## config.mk

```make
export PLATFORM = sky130hd
export DESIGN_NAME = output_interpolator
export DESIGN_NICKNAME = d
export VERILOG_FILES = /design/src/rtl/output_interpolator.sv
export SDC_FILE = /design/constraint.sdc
export NUM_CORES = 1
export LEC_CHECK = 0
export BUFFER_PORTS_ARGS = -buffer_cell sky130_fd_sc_hd__buf_2
export CAP_MARGIN = 20
export CORE_MARGIN = 2
export CORE_UTILIZATION = 35
export DETAILED_ROUTE_END_ITERATION = 16
export SYNTH_ARGS = -nofsm -noshare
export SYNTH_HDL_FRONTEND = slang
export SYNTH_SLANG_ARGS = --single-unit
```

## constraint.sdc

```tcl
create_clock -name clk_in -period 16.5 [get_ports clk_in]
set_clock_uncertainty 0.05 [all_clocks]
set_input_delay 4.125 -clock clk_in [delete_from_list [all_inputs] [get_ports clk_in]]
set_output_delay 4.125 -clock clk_in [all_outputs]
set_load 0.05 [all_outputs]
```

## src/rtl/output_interpolator.sv

```systemverilog
// Output interpolator: ramps data_out from its present value to each new target in 2^osm equal
// steps, emitting one step every step_period+1 clocks, so DAC/DDS writes are slew-limited and
// paced.
module output_interpolator #(
   parameter int unsigned W_DATA      = 16,
   parameter int unsigned W_OSM       = 3,
   parameter int unsigned OSM_INIT    = 0,
   parameter int unsigned PERIOD_INIT = 0
) (
   input  logic                     clk_in,
   input  logic                     reset_in,
   input  logic signed [W_DATA-1:0] data_in,
   input  logic                     data_valid_in,
   input  logic        [15:0]       step_period_in,
   input  logic        [W_OSM-1:0]  osm_in,
   input  logic                     activate_in,
   input  logic                     update_en_in,
   input  logic                     update_in,
   output logic signed [W_DATA-1:0] data_out,
   output logic                     data_valid_out,
   output logic                     busy_out
);

   localparam int unsigned MAX_OS = (1 << W_OSM) - 1;
   localparam int unsigned W_ACC  = W_DATA + 1 + MAX_OS;
   localparam int unsigned W_CNT  = MAX_OS;  // step index 0 .. 2^MAX_OS-1

   typedef enum logic [1:0] {StIdle, StLoad, StWait, StEmit} state_t;

   state_t                    state_q, state_d;
   logic                      pending_q, pending_d;
   logic signed [W_DATA-1:0]  pend_data_q, pend_data_d;
   logic signed [W_DATA-1:0]  target_q, target_d;
   logic        [W_OSM-1:0]   osm_cur_q, osm_cur_d;
   logic        [15:0]        period_cur_q, period_cur_d;
   logic        [W_OSM-1:0]   osm_run_q, osm_run_d;
   logic        [15:0]        per_run_q, per_run_d;
   logic signed [W_ACC-1:0]   step_q, step_d;
   logic signed [W_ACC-1:0]   acc_q, acc_d;
   logic        [W_CNT-1:0]   cnt_q, cnt_d;
   logic        [15:0]        wait_q, wait_d;
   logic signed [W_DATA-1:0]  out_q, out_d;
   logic                      valid_q, valid_d;

   // Working values for the step being emitted on this edge
   logic signed [W_DATA:0]    delta;
   logic signed [W_ACC-1:0]   ld_step, ld_acc, tgt_acc;
   logic signed [W_ACC-1:0]   em_acc, em_step, em_acc_next;
   logic        [W_CNT-1:0]   em_cnt;
   logic        [W_OSM-1:0]   em_osm;
   logic                      em_final, cur_final, emit, consume;

   // Index of the last step for a given osm: 2^osm - 1
   function automatic logic [W_CNT-1:0] last_idx(input logic [W_OSM-1:0] osm);
      logic [W_CNT:0] span;
      span = {{W_CNT{1'b0}}, 1'b1} << osm;
      return W_CNT'(span - {{W_CNT{1'b0}}, 1'b1});
   endfunction

   // Frontpanel parameter latch; values survive deactivation
   always_comb begin
      osm_cur_d    = osm_cur_q;
      period_cur_d = period_cur_q;
      if (update_in && update_en_in) begin
         osm_cur_d    = osm_in;
         period_cur_d = step_period_in;
      end
   end

   // Ramp setup values and the accumulator step selected by the current state
   always_comb begin
      delta   = {target_q[W_DATA-1], target_q} - {out_q[W_DATA-1], out_q};
      ld_step = $signed({delta, {MAX_OS{1'b0}}}) >>> osm_cur_q;
      ld_acc  = {out_q[W_DATA-1], out_q, {MAX_OS{1'b0}}};
      tgt_acc = {target_q[W_DATA-1], target_q, {MAX_OS{1'b0}}};
      em_acc  = acc_q;
      em_step = step_q;
      em_cnt  = cnt_q;
      em_osm  = osm_run_q;
      unique case (state_q)
         StLoad: begin
            // First step emitted straight out of LOAD when the period is zero
            em_acc  = ld_acc;
            em_step = ld_step;
            em_cnt  = '0;
            em_osm  = osm_cur_q;
         end
         StEmit: em_cnt = cnt_q + W_CNT'(1);
         default: ;
      endcase
      em_final    = (em_cnt == last_idx(em_osm));
      // Final step lands exactly on the target regardless of rounding
      em_acc_next = em_final ? tgt_acc : em_acc + em_step;
      cur_final   = (cnt_q == last_idx(osm_run_q));
   end

   // Next-state and datapath control
   always_comb begin
      state_d     = state_q;
      pending_d   = pending_q;
      pend_data_d = pend_data_q;
      target_d    = target_q;
      osm_run_d   = osm_run_q;
      per_run_d   = per_run_q;
      step_d      = step_q;
      acc_d       = acc_q;
      cnt_d       = cnt_q;
      wait_d      = wait_q;
      out_d       = out_q;
      valid_d     = 1'b0;
      emit        = 1'b0;
      consume     = 1'b0;

      unique case (state_q)
         StIdle: begin
            if (pending_q) begin
               consume = 1'b1;
               state_d = StLoad;
            end
         end
         StLoad: begin
            osm_run_d = osm_cur_q;
            per_run_d = period_cur_q;
            step_d    = ld_step;
            acc_d     = ld_acc;
            cnt_d     = '0;
            if (period_cur_q == 16'd0) begin
               emit    = 1'b1;
               state_d = StEmit;
            end else begin
               wait_d  = period_cur_q - 16'd1;
               state_d = StWait;
            end
         end
         StWait: begin
            if (wait_q == 16'd0) begin
               emit    = 1'b1;
               state_d = StEmit;
            end else begin
               wait_d = wait_q - 16'd1;
            end
         end
         StEmit: begin
            if (pending_q) begin
               // Retarget from the value just emitted
               consume = 1'b1;
               state_d = StLoad;
            end else if (cur_final) begin
               state_d = StIdle;
            end else if (per_run_q == 16'd0) begin
               emit    = 1'b1;
               state_d = StEmit;
            end else begin
               cnt_d   = cnt_q + W_CNT'(1);
               wait_d  = per_run_q - 16'd1;
               state_d = StWait;
            end
         end
         default: state_d = StIdle;
      endcase

      if (emit) begin
         acc_d   = em_acc_next;
         cnt_d   = em_cnt;
         out_d   = em_acc_next[MAX_OS +: W_DATA];
         valid_d = 1'b1;
      end

      if (consume) begin
         pending_d = 1'b0;
         target_d  = pend_data_q;
      end

      // Capture after consume so a strobe in the consuming cycle stays pending
      if (activate_in && data_valid_in) begin
         pending_d   = 1'b1;
         pend_data_d = data_in;
      end

      // Deactivation parks the channel but keeps data_out so the DAC never jumps
      if (!activate_in) begin
         state_d   = StIdle;
         pending_d = 1'b0;
         valid_d   = 1'b0;
         out_d     = out_q;
      end
   end

   // State and datapath registers
   always_ff @(posedge clk_in or posedge reset_in) begin
      if (reset_in) begin
         state_q      <= StIdle;
         pending_q    <= 1'b0;
         pend_data_q  <= '0;
         target_q     <= '0;
         osm_cur_q    <= W_OSM'(OSM_INIT);
         period_cur_q <= 16'(PERIOD_INIT);
         osm_run_q    <= '0;
         per_run_q    <= '0;
         step_q       <= '0;
         acc_q        <= '0;
         cnt_q        <= '0;
         wait_q       <= '0;
         out_q        <= '0;
         valid_q      <= 1'b0;
      end else begin
         state_q      <= state_d;
         pending_q    <= pending_d;
         pend_data_q  <= pend_data_d;
         target_q     <= target_d;
         osm_cur_q    <= osm_cur_d;
         period_cur_q <= period_cur_d;
         osm_run_q    <= osm_run_d;
         per_run_q    <= per_run_d;
         step_q       <= step_d;
         acc_q        <= acc_d;
         cnt_q        <= cnt_d;
         wait_q       <= wait_d;
         out_q        <= out_d;
         valid_q      <= valid_d;
      end
   end

   assign data_out       = out_q;
   assign data_valid_out = valid_q;
   assign busy_out       = (state_q != StIdle);

endmodule

```

==> flow_summary.rst <==
.. list-table::
   :header-rows: 1

   * - Metric
     - Value
   * - CTS tree
     - built
   * - Wire length reported by the detailed router
     - 28130 um
   * - Number of antenna violations at the first check in global routing
     - 0
   * - Highest ir drop seen on vdd
     - 102.0 uV
   * - Internal reg-to-reg setup slack
     - 10590 ps
   * - Max Freq
     - 169.3 MHz
   * - Final period demand of the worst path
     - 5908 ps
   * - Post-Synthesis Mean Instance Area
     - 9.261 um2
   * - Run status
     - complete, no violations
   * - Die area
     - 0.03252 mm2
   * - CORE AREA
     - 0.03059 mm2
   * - Total congestion overflow
     - 0
   * - Detailed router's first-iteration violation count
     - 550
   * - Routability congestion estimate from global placement
     - 0.9251
   * - Number of library cell types mapped by synthesis
     - 95
   * - Crit path launch type
     - flop
   * - Reported leakage power
     - 5.343 nW
   * - Worst-margin pin slew
     - 1030 ps
   * - Clock buffer depth
     - 2
   * - Synthesis-to-finish area growth
     - 11.25%
   * - EDFF count, synth
     - 0
   * - Die width
     - 180.3 um
   * - Clock network fraction of total power
     - 17.2%
   * - Number of vias after detailed routing
     - 8885
   * - MaxCap Viol Count
     - 0
   * - Number of setup buffers added after CTS
     - 0
   * - Post-route clock period utilization
     - 35.80%
   * - Sw frac
     - 44.90%
   * - Floorplan die height
     - 180.3 um
   * - Cell-internal power
     - 0.001251 W
   * - Fraction of power consumed by combinational cells
     - 56.5%
   * - Number of storage elements in the synthesis netlist
     - 159
   * - Final cell area excluding filler cells
     - 0.01211 mm2
   * - Final Max Tran Viols
     - 0
   * - Vias in the first global route
     - 8532
   * - Final core occ
     - 39.57%
   * - Path type of the worst setup path
     - flop to flop
   * - Post-Route Hold Slack
     - 428.4 ps
   * - DP HPWL
     - 20240 um
   * - Post-synth design cell area
     - 0.01088 mm2
   * - Ratio of routed vias to standard cells
     - 5.498
   * - Worst hold path stage count
     - 2
   * - Placement row count
     - 64
   * - Largest net degree at the start of global routing
     - 97
   * - Number of cell instances on the worst register-to-register path
     - 20
   * - Count of cells resized by post-cts repair
     - 0
   * - Post-synthesis net count
     - 1265
   * - Clk sink count
     - 159
   * - Pwr dens
     - 187.5 mW/mm2
   * - Num CTS Buffers
     - 17
   * - I/O Pins
     - 59
   * - Number of iterations in the first detailed-routing pass
     - 7
   * - Total Routing Usage GR
     - 17.33%
   * - Setup-failing EPs final
     - 0
   * - Post-cts hold buffer count
     - 0
   * - Residual antenna-violating net count after detailed routing
     - 0
   * - Rel. slew slack
     - 30.48%
   * - Initial core utilization
     - 35.57%
   * - Net total in the final layout
     - 1297
   * - Reg2reg end
     - data_out[14]
   * - Post-detailed-route DRC marker count
     - 0
   * - Asr flop ratio synth
     - 100.0%
   * - Final number of hold-violating endpoints
     - 0
   * - Required arrival time at the worst endpoint
     - 16810 ps
   * - Path category of the worst min-delay check
     - flop to flop
   * - Critical path arrival
     - 6220 ps
   * - Clock root buffer
     - clkbuf_16
   * - CTS clock-pin slew for the worst setup and hold paths
     - 60 ps
   * - Critical-path maximum fanout
     - 27
   * - Number of port buffers
     - 58
   * - Unrepaired setup endpoints after global routing
     - false
   * - Hold path endpoint
     - target_q[15]
   * - DP Area
     - 0.01151 mm2
   * - Post-DR wirelength/cell
     - 17.40 um
   * - Prevailing post-synth register cell
     - dfrtp_1
   * - Cells after Synth
     - 1175
   * - Count of warnings emitted by yosys
     - 0
   * - Final antenna diode count
     - 0
   * - NetSw
     - 0.001019 W
   * - Crit Reg-Reg Startpoint
     - state_q[1]
   * - Seq/Total Area, Yosys
     - 36.56%
   * - Hold Startpoint
     - pend_data_q[15]
   * - Worst-skew pair later-pin latency
     - 440 ps
   * - Fraction of final layout cells sized beyond drive strength 1
     - 20.00%
   * - Kind of capture point of the worst setup path
     - flop
   * - Total Neg Setup Slack
     - 0 ps
   * - Share of power burned in registers
     - 26.2%
   * - Depth of the CTS H-tree
     - 4
   * - Wire length of the first global-routing pass
     - 45710 um
## how the worst max path moves through the flow
stage	slack, ps	startpoint	cells after the start	end
final	10590	state_q[1]	20	data_out[14]
after CTS	10610	state_q[1]	20	data_out[12]
after global placement	10640	reset_in	3	step_q[7]
after detailed placement	10610	state_q[1]	20	data_out[12]
after global routing	10080	state_q[1]	20	acc_q[19]
after floorplan	8030	reset_in	1	acc_q[0]
## worst max-delay path: stages (launching register included)
cell and delay, ps:
dfrtp_1 410, inv_1 140, ha_4 380, clkinv_1 570, nor2_1 880, a32o_1 380, ha_1 260, a21o_1 150
a21oi_1 240, o21bai_1 90, a21oi_1 210, o21ai_0 200, a31o_2 320, a31o_2 200, a21oi_1 270, o21a_1 290
nor4b_1 110, o21ai_1 230, xnor2_1 140, mux2i_1 110, a21oi_1 190
## sequential cells by signal (all words and copies together) (netlist names)
signal	cells
acc_q	23
step_q	23
data_out	16
pend_data_q	16
per_run_q	16
period_cur_q	16
target_q	16
wait_q	16
cnt_q	7
osm_cur_q	3
osm_run_q	3
state_q	2
data_valid_out	1
pending_q	1
## stage by stage
stage | instances | setup WS, ps | power [W]
2_1_floorplan | 1175 | 8033 | 0.001586
3_5_place_dp | 1583 | 10610 | 0.001861
5_1_grt | 1616 | 10080 | 0.002449
4_1_cts | 1615 | 10610 | 0.002263
6_report | 1616 | 10590 | 0.002270
3_3_place_gp | 1583 | 10640 | 0.001848
## power groups by stage
stage | Sequential (W) | Clock (W) | Combinational [W]
2_1_floorplan | 0.000561 | 0 | 0.00102
3_3_place_gp | 0.000599 | 0 | 0.00125
3_5_place_dp | 0.000600 | 0 | 0.00126
4_1_cts | 0.000594 | 0.000400 | 0.00127
5_1_grt | 0.000610 | 0.000416 | 0.00142
6_report | 0.000596 | 0.000391 | 0.00128
## cell usage after synthesis, types with 10 or more instances
library cell	instances	share of area, %
clkbuf_1	37	1.3
nand2_1	127	4.4
nor2_1	84	2.9
inv_1	53	1.8
o21a_1	10	0.69
xnor2_1	36	2.9
mux2_2	85	8.8
a21oi_1	77	3.5
or2_2	13	0.75
dfrtp_1	159	37
buf_1	10	0.34
nor4_1	16	0.92
o21ai_0	70	3.2
xor2_1	22	1.8
nor2b_1	17	0.98
ha_1	47	5.4
a21o_1	15	1.0
a22o_1	18	1.4
nand2b_1	11	0.63
a31oi_1	11	0.63
nor3_1	18	0.83
mux2i_1	28	2.6
nand3_1	27	1.2
## cells in the final DEF, fill, tap and decap left out, types with 16 or more instances in the layout
cell type and count:
nand2_1 127, xor2_1 22, nor3_1 18, mux2_2 85, buf_2 58, mux2i_1 28, clkbuf_16 17, xnor2_1 36
nor4_1 16, dfrtp_1 159, nor2b_1 16, a22o_1 18, a21oi_1 77, inv_1 52, nor2_1 83, ha_1 46
o21ai_0 70, nand3_1 27
## kinds of logic (layout without fill, tap and decap cells)
logic type	Yosys count	in the layout	share of synthesized area, %
fa+ha+maj	49	49	5.772
flops	159	159	36.56
compound gates	323	323	20.81
simple gates	354	354	15.37
buf+inv	113	158	4.392
xor+xnor	59	59	4.818
mux	118	118	12.27
## layer usage
layer / GRT usage (%) / up-vias / share of wire, %
li1: - / 4316 / -
met1: 24.41 / 4343 / 48
met2: 27.05 / 192 / 46
met3: 2.728 / 34 / 3.8
met4: 5.935 / 0 / 2.2
met5: 0 / - / 0
## final cells by class
cell class | count | area [um2]
sequential | 159 | 3979
fill | 3094 | 18480
clock buffer | 19 | 452.9
timing repair buffer | 71 | 395.4
multi-input combinational | 903 | 6442
clock inverter | 13 | 128.9
tap | 396 | 495.5
inverter | 55 | 211.5
Note: power is estimated with default switching activity, not from simulation.
